## config.mk

```make
export PLATFORM = sky130hd
export DESIGN_NAME = pipe_stage_skid_flat
export DESIGN_NICKNAME = d
export VERILOG_FILES = /design/src/rtl/pipe_stage_skid_if.sv /design/src/rtl/pipe_stage_skid.sv /design/src/flat_wrapper.sv
export SDC_FILE = /design/constraint.sdc
export NUM_CORES = 1
export LEC_CHECK = 0
export ABC_CLOCK_PERIOD_IN_PS = 2800
export CORE_MARGIN = 4
export CORE_UTILIZATION = 54
export CTS_CLUSTER_SIZE = 12
export DETAILED_ROUTE_END_ITERATION = 6
export PLACE_DENSITY = 0.93
export SETUP_SLACK_MARGIN = 0.4
export SLEW_MARGIN = 20
export SYNTH_ARGS = -nofsm -noshare
export SYNTH_HDL_FRONTEND = slang
export SYNTH_SLANG_ARGS = --single-unit
```

## constraint.sdc

```tcl
create_clock -name clock -period 2.8 [get_ports clock]
set_input_delay 0.56 -clock clock [delete_from_list [all_inputs] [get_ports clock]]
set_output_delay 0.56 -clock clock [all_outputs]
set_load 0.02 [all_outputs]
```

## src/rtl/pipe_stage_skid_if.sv

```systemverilog
// Handshake/payload bundle for pipe_stage_skid: upstream valid/ready + payload,
// downstream valid/ready + payload.
// Ports: master = producer/consumer side driving payload in and ready out;
//        slave  = the pipeline stage itself.
interface pipe_stage_skid_if #(
  parameter int PC_W  = 32,
  parameter int INS_W = 32,
  parameter int VAL_W = 32
);
  // upstream side
  logic             in_valid;
  logic             in_ready;
  logic [PC_W-1:0]  pc;
  logic [INS_W-1:0] instruct;
  logic [VAL_W-1:0] valA;
  logic [VAL_W-1:0] valB;
  // downstream side
  logic             out_valid;
  logic             out_ready;
  logic [PC_W-1:0]  pcOut;
  logic [INS_W-1:0] instructOut;
  logic [VAL_W-1:0] valAOut;
  logic [VAL_W-1:0] valBOut;

  modport master (
    output in_valid, pc, instruct, valA, valB, out_ready,
    input  in_ready, out_valid, pcOut, instructOut, valAOut, valBOut
  );

  modport slave (
    input  in_valid, pc, instruct, valA, valB, out_ready,
    output in_ready, out_valid, pcOut, instructOut, valAOut, valBOut
  );
endinterface

```

## src/rtl/pipe_stage_skid.sv

```systemverilog
// Two-entry skid-buffered pipeline register (main + skid) with flush and a
// saturating downstream-stall counter. Latency 1 cycle, one payload/cycle.
// Backpressure: in_ready comes from the state register only (low when both
// entries are full), so there is no combinational out_ready -> in_ready path.
// Ports: clock, res (sync, active-high), flush; bus (slave modport) carries
//        both handshakes and payloads; occ = entries held; stallCnt = stalls.
module pipe_stage_skid #(
  parameter int               PC_W  = 32,
  parameter int               INS_W = 32,
  parameter int               VAL_W = 32,
  parameter logic [INS_W-1:0] NOP   = '0,
  parameter int               CNT_W = 16
) (
  input  logic                clock,
  input  logic                res,
  input  logic                flush,
  pipe_stage_skid_if.slave    bus,
  output logic [1:0]          occ,
  output logic [CNT_W-1:0]    stallCnt
);

  typedef struct packed {
    logic [PC_W-1:0]  pc;
    logic [INS_W-1:0] ins;
    logic [VAL_W-1:0] va;
    logic [VAL_W-1:0] vb;
  } payload_t;

  typedef enum logic [1:0] {
    ST_EMPTY = 2'd0,
    ST_ONE   = 2'd1,
    ST_TWO   = 2'd2
  } state_t;

  localparam logic [CNT_W-1:0] CNT_ONE = {{(CNT_W-1){1'b0}}, 1'b1};
  localparam logic [CNT_W-1:0] CNT_MAX = {CNT_W{1'b1}};

  state_t           state_q, state_d;
  payload_t         main_q, main_d;
  payload_t         skid_q, skid_d;
  logic [CNT_W-1:0] stall_cnt_q, stall_cnt_d;

  payload_t in_pay;
  logic     in_ready_int;
  logic     out_valid_int;
  logic     accept;
  logic     fire;

  assign in_pay        = {bus.pc, bus.instruct, bus.valA, bus.valB};
  assign in_ready_int  = (state_q != ST_TWO);
  assign out_valid_int = (state_q != ST_EMPTY);
  assign accept        = bus.in_valid && in_ready_int;
  assign fire          = out_valid_int && bus.out_ready;

  // Next-state and payload movement.
  always_comb begin
    state_d = state_q;
    main_d  = main_q;
    skid_d  = skid_q;
    case (state_q)
      ST_EMPTY: begin
        if (accept) begin
          state_d = ST_ONE;
          main_d  = in_pay;
        end
      end
      ST_ONE: begin
        if (accept && fire) begin
          main_d = in_pay;
        end else if (accept) begin
          // main is stalled: park the newcomer in the skid entry
          state_d = ST_TWO;
          skid_d  = in_pay;
        end else if (fire) begin
          state_d = ST_EMPTY;
        end
      end
      ST_TWO: begin
        if (fire) begin
          state_d = ST_ONE;
          main_d  = skid_q;
        end
      end
      default: state_d = ST_EMPTY;
    endcase
    // Flush drops everything held and any same-cycle input; pc/valA/valB
    // keep their last value so only the instruction becomes a bubble.
    if (flush) begin
      state_d    = ST_EMPTY;
      main_d     = main_q;
      main_d.ins = NOP;
      skid_d     = skid_q;
    end
  end

  // Stall counter ignores flush by design: it measures downstream backpressure.
  always_comb begin
    stall_cnt_d = stall_cnt_q;
    if (out_valid_int && !bus.out_ready && (stall_cnt_q != CNT_MAX)) begin
      stall_cnt_d = stall_cnt_q + CNT_ONE;
    end
  end

  always_comb begin
    occ = 2'd0;
    case (state_q)
      ST_EMPTY: occ = 2'd0;
      ST_ONE:   occ = 2'd1;
      ST_TWO:   occ = 2'd2;
      default:  occ = 2'd0;
    endcase
  end

  always_ff @(posedge clock) begin
    if (res) begin
      state_q     <= ST_EMPTY;
      main_q      <= '{pc: '0, ins: NOP, va: '0, vb: '0};
      skid_q      <= '0;
      stall_cnt_q <= '0;
    end else begin
      state_q     <= state_d;
      main_q      <= main_d;
      skid_q      <= skid_d;
      stall_cnt_q <= stall_cnt_d;
    end
  end

  assign bus.in_ready    = in_ready_int;
  assign bus.out_valid   = out_valid_int;
  assign bus.pcOut       = main_q.pc;
  assign bus.instructOut = out_valid_int ? main_q.ins : NOP;
  assign bus.valAOut     = main_q.va;
  assign bus.valBOut     = main_q.vb;
  assign stallCnt        = stall_cnt_q;

endmodule

```

## src/flat_wrapper.sv

```systemverilog
// flat-port wrapper written by rule: the top's interface ports become plain ports
module pipe_stage_skid_flat 
#(
  parameter int               PC_W  = 32,
  parameter int               INS_W = 32,
  parameter int               VAL_W = 32,
  parameter logic [INS_W-1:0] NOP   = '0,
  parameter int               CNT_W = 16
)
  (clock, res, flush, occ, stallCnt, bus_in_valid, bus_pc, bus_instruct, bus_valA, bus_valB, bus_out_ready, bus_in_ready, bus_out_valid, bus_pcOut, bus_instructOut, bus_valAOut, bus_valBOut);
  pipe_stage_skid_if #(.PC_W(PC_W), .INS_W(INS_W), .VAL_W(VAL_W)) bus_i ();
  input  logic clock;
  input  logic res;
  input  logic flush;
  output logic [1:0] occ;
  output logic [CNT_W-1:0] stallCnt;
  input wire logic [$bits(bus_i.in_valid)-1:0] bus_in_valid;
  input wire logic [$bits(bus_i.pc)-1:0] bus_pc;
  input wire logic [$bits(bus_i.instruct)-1:0] bus_instruct;
  input wire logic [$bits(bus_i.valA)-1:0] bus_valA;
  input wire logic [$bits(bus_i.valB)-1:0] bus_valB;
  input wire logic [$bits(bus_i.out_ready)-1:0] bus_out_ready;
  output wire logic [$bits(bus_i.in_ready)-1:0] bus_in_ready;
  output wire logic [$bits(bus_i.out_valid)-1:0] bus_out_valid;
  output wire logic [$bits(bus_i.pcOut)-1:0] bus_pcOut;
  output wire logic [$bits(bus_i.instructOut)-1:0] bus_instructOut;
  output wire logic [$bits(bus_i.valAOut)-1:0] bus_valAOut;
  output wire logic [$bits(bus_i.valBOut)-1:0] bus_valBOut;
  assign bus_i.in_valid = bus_in_valid;
  assign bus_i.pc = bus_pc;
  assign bus_i.instruct = bus_instruct;
  assign bus_i.valA = bus_valA;
  assign bus_i.valB = bus_valB;
  assign bus_i.out_ready = bus_out_ready;
  assign bus_in_ready = bus_i.in_ready;
  assign bus_out_valid = bus_i.out_valid;
  assign bus_pcOut = bus_i.pcOut;
  assign bus_instructOut = bus_i.instructOut;
  assign bus_valAOut = bus_i.valAOut;
  assign bus_valBOut = bus_i.valBOut;
  pipe_stage_skid #(.PC_W(PC_W), .INS_W(INS_W), .VAL_W(VAL_W), .NOP(NOP), .CNT_W(CNT_W)) u_core (.clock(clock), .res(res), .flush(flush), .bus(bus_i), .occ(occ), .stallCnt(stallCnt));
endmodule
```

==> results_dict.tcl <==
set metrics [dict create \
    clockRootBuffer "clkbuf_16" \
    setup_violations 0 \
    regToRegStartpoint "u_core.state_q[0]" \
    switching_share_pct 24.9 \
    start_util_pct 55.2 \
    slew_violations 0 \
    htree_levels 1 \
    syn_area_per_cell_um2 8.51 \
    finalHoldViolations 0 \
    die_w_um 158 \
    p_int_mw 6.56 \
    wirelength_um 32500 \
    leakage_nw 5.94 \
    cp-end-kind "output port" \
    drive_above_1_share_pct 4.97 \
    cts_sinks 274 \
    core_area_mm2 0.0220 \
    std_cell_rows 54 \
    power_density_mw_per_mm2 574 \
    pwr-share-clk_pct 39.9 \
    dpl.hpwl_um 20100 \
    ir_worst_vdd_mv 0.515 \
    vias 10800 \
    tritoncts "done" \
    grt_max_degree 130 \
    syn_to_final_growth_pct 24.8 \
    hold_path.class "primary input to flip-flop" \
    critical_path_class "flip-flop to output port" \
    yosys_warnings 0 \
    crit_required_ps 2240 \
    synth_flop_cell "dfxtp_1" \
    synth_edf_count 0 \
    ios 281 \
    gr-total-overflow 0 \
    port_buffers 280 \
    power_frac_comb_pct 12.9 \
    synthCells 1429 \
    ant_nets 0 \
    gp_congestion 0.831 \
    wl_per_cell_um 17.8 \
    worst-path-max-fanout 8 \
    relSlewSlack_pct 40.1 \
    instances_no_fill 1829 \
    whs_endpoint "u_core.skid_q[3]" \
    layout.nets 1663 \
    cts_made_buffers 29 \
    fmax_mhz 429 \
    drt-initial-drc-count 854 \
    min_from "res" \
    grt_pass1_wl_um 52000 \
    status "completed" \
    ys_seq_elements 274 \
    ys_seq_area_share_pct 45.1 \
    yosysTopAreaCell "dfxtp_1" \
    async_flop_share_pct 0 \
    netlist.area_leader.share_pct 45.1 \
    power.switching_mw 2.17 \
    fin_crit_sh_pct 83.2 \
    period_needed_ps 2330 \
    yosysUniqueCellTypes 45 \
    max_cap_viol_count 0 \
    syn_area_mm2 0.0122 \
    fin_skew_ps 18.3 \
    rr_endpoint "u_core.bus.valBOut[18]" \
    cts.reportedPaths.clkPinSlew_ps 60 \
    synth.area.top_cells "dfxtp_1 (45%), nand2_1 (9.9%), a21oi_1 (9.5%)" \
    syn-num-nets 1563 \
    drc 0 \
    cp.arrival_ps 1770 \
    grt_usage_pct 24.8 \
    setup-tns-final_ps 0 \
    grt_setup_unrepaired "false" \
    startpoint_type "flip-flop" \
    clock_path_buffers 3 \
    r2r_cells 4 \
    dieHeight_um 158 \
    antenna_found_initial 1 \
    grt_pass1_vias 10400 \
    die_area_mm2 0.0250 \
    whs_path_depth 2 \
    holdBufCountCts 0 \
    insertion_delay_ps 530 \
    max_slew.worst_pin.slew_ps 899 \
    drt_pre_antenna_iters 5 \
    synth_most_common_cell "nand2_1" \
    synth_common_cells "nand2_1 (322), dfxtp_1 (274), a21oi_1 (232)" \
    p_seq_share_pct 47.2 \
    dp_cells 1778 \
    rrSetupSlack_ps 720 \
    viasPerCell 5.89 \
]
power groups by stage:
stage / Combinational [mW] / Sequential, mW / Clock (mW)
after floorplan: 0.711 / 4.18 / 0
after global placement: 1.09 / 4.20 / 0
after CTS: 1.12 / 4.12 / 3.54
after global routing: 1.21 / 4.13 / 3.70
after detailed placement: 1.11 / 4.20 / 0
final: 1.12 / 4.12 / 3.48
worst max-delay path by stage:
stage / from / end / slack [ps] / cells past startpoint
floorplan: u_core.stallCnt[0] / u_core.stallCnt[9] / 850 / 6
global placement: bus_out_ready / u_core.stallCnt[12] / 300 / 5
detailed placement: bus_out_ready / u_core.bus.valAOut[13] / 210 / 6
CTS: u_core.state_q[0] / bus_in_ready / 410 / 2
global route: u_core.state_q[0] / bus_instructOut[8] / 400 / 4
finish: u_core.state_q[0] / occ[0] / 470 / 2
registers in the layout (all words and copies together) (netlist names):
register / count
u_core.bus.pcOut: 32
u_core.state_q: 2
u_core.skid_q: 128
u_core.stallCnt: 16
u_core.main_q: 32
u_core.bus.valAOut: 32
u_core.bus.valBOut: 32
metrics by stage:
stage / utilization [%] / setup WS (ps) / power (mW) / hold WS [ps] / area [um2]
after global routing: 69.0 / 400 / 9.04 / 319 / 15200
after detailed placement: 65.2 / 209 / 5.32 / 446 / 14400
after floorplan: - / 849 / 4.89 / 436 / 12200
final: 69.0 / 469 / 8.73 / 319 / 15200
after global placement: 65.2 / 302 / 5.28 / 441 / 14400
after CTS: 68.9 / 408 / 8.78 / 292 / 15200
area by class of cell:
type / count / area, um2
diodes: 1 / 2.50
clock buffers: 44 / 812
clock inverters: 6 / 40.0
fillers: 1566 / 6840
inverters: 3 / 16.3
multi-input cells: 923 / 5400
flip-flops and latches: 274 / 5490
well taps: 280 / 350
repair buffers: 298 / 3080
layout by cell type (no fill, tap or decap), types with 3 or more instances in the layout:
master	netlist	layout
a311oi_1	128	128
nor2b_1	40	40
o31ai_1	3	3
nand4_1	5	5
mux2i_1	97	97
dlygate4sd2_1	0	32
mux2_4	3	3
buf_12	0	14
nand3_1	7	7
a211oi_1	4	4
clkbuf_8	0	3
nor2_1	43	42
buf_4	97	4
clkinv_2	0	3
mux2_1	3	3
or4_1	3	3
clkdlybuf4s50_1	0	245
a21oi_1	232	232
clkbuf_1	78	12
dfxtp_1	274	272
clkbuf_16	0	29
nand2_1	322	322
critical path, cell delays in order, from the launching register on:
cell and delay (ps):
dfxtp_2 420, nor2b_1 150, clkdlybuf4s50_1 670
logic make-up after synthesis:
family          Yosys count  share of synthesized area [%]
compound gates          377                           19.8
fa+ha+maj                 1                          0.103
buf+inv                 232                           10.8
flops                   274                           45.1
mux                     103                           8.63
simple gates            442                           15.6
per-layer routing:
| metal | global-route usage (%) | routed length (um) |
|---|---|---|
| met5 | 0 | 0 |
| met4 | 11.3 | 1610 |
| met3 | 4.37 | 2080 |
| met2 | 41.5 | 15800 |
| met1 | 31.2 | 13100 |
timing repair:
action | in CTS | in global routing
buffers inserted | 0 | 0
hold endpoints to repair | 0 | 0
pin swaps | 0 | 1
gates resized for setup | 41 | 1
endpoints found under the setup margin | 36 | 4
No activity file was read; power rests on OpenSTA's default activity.
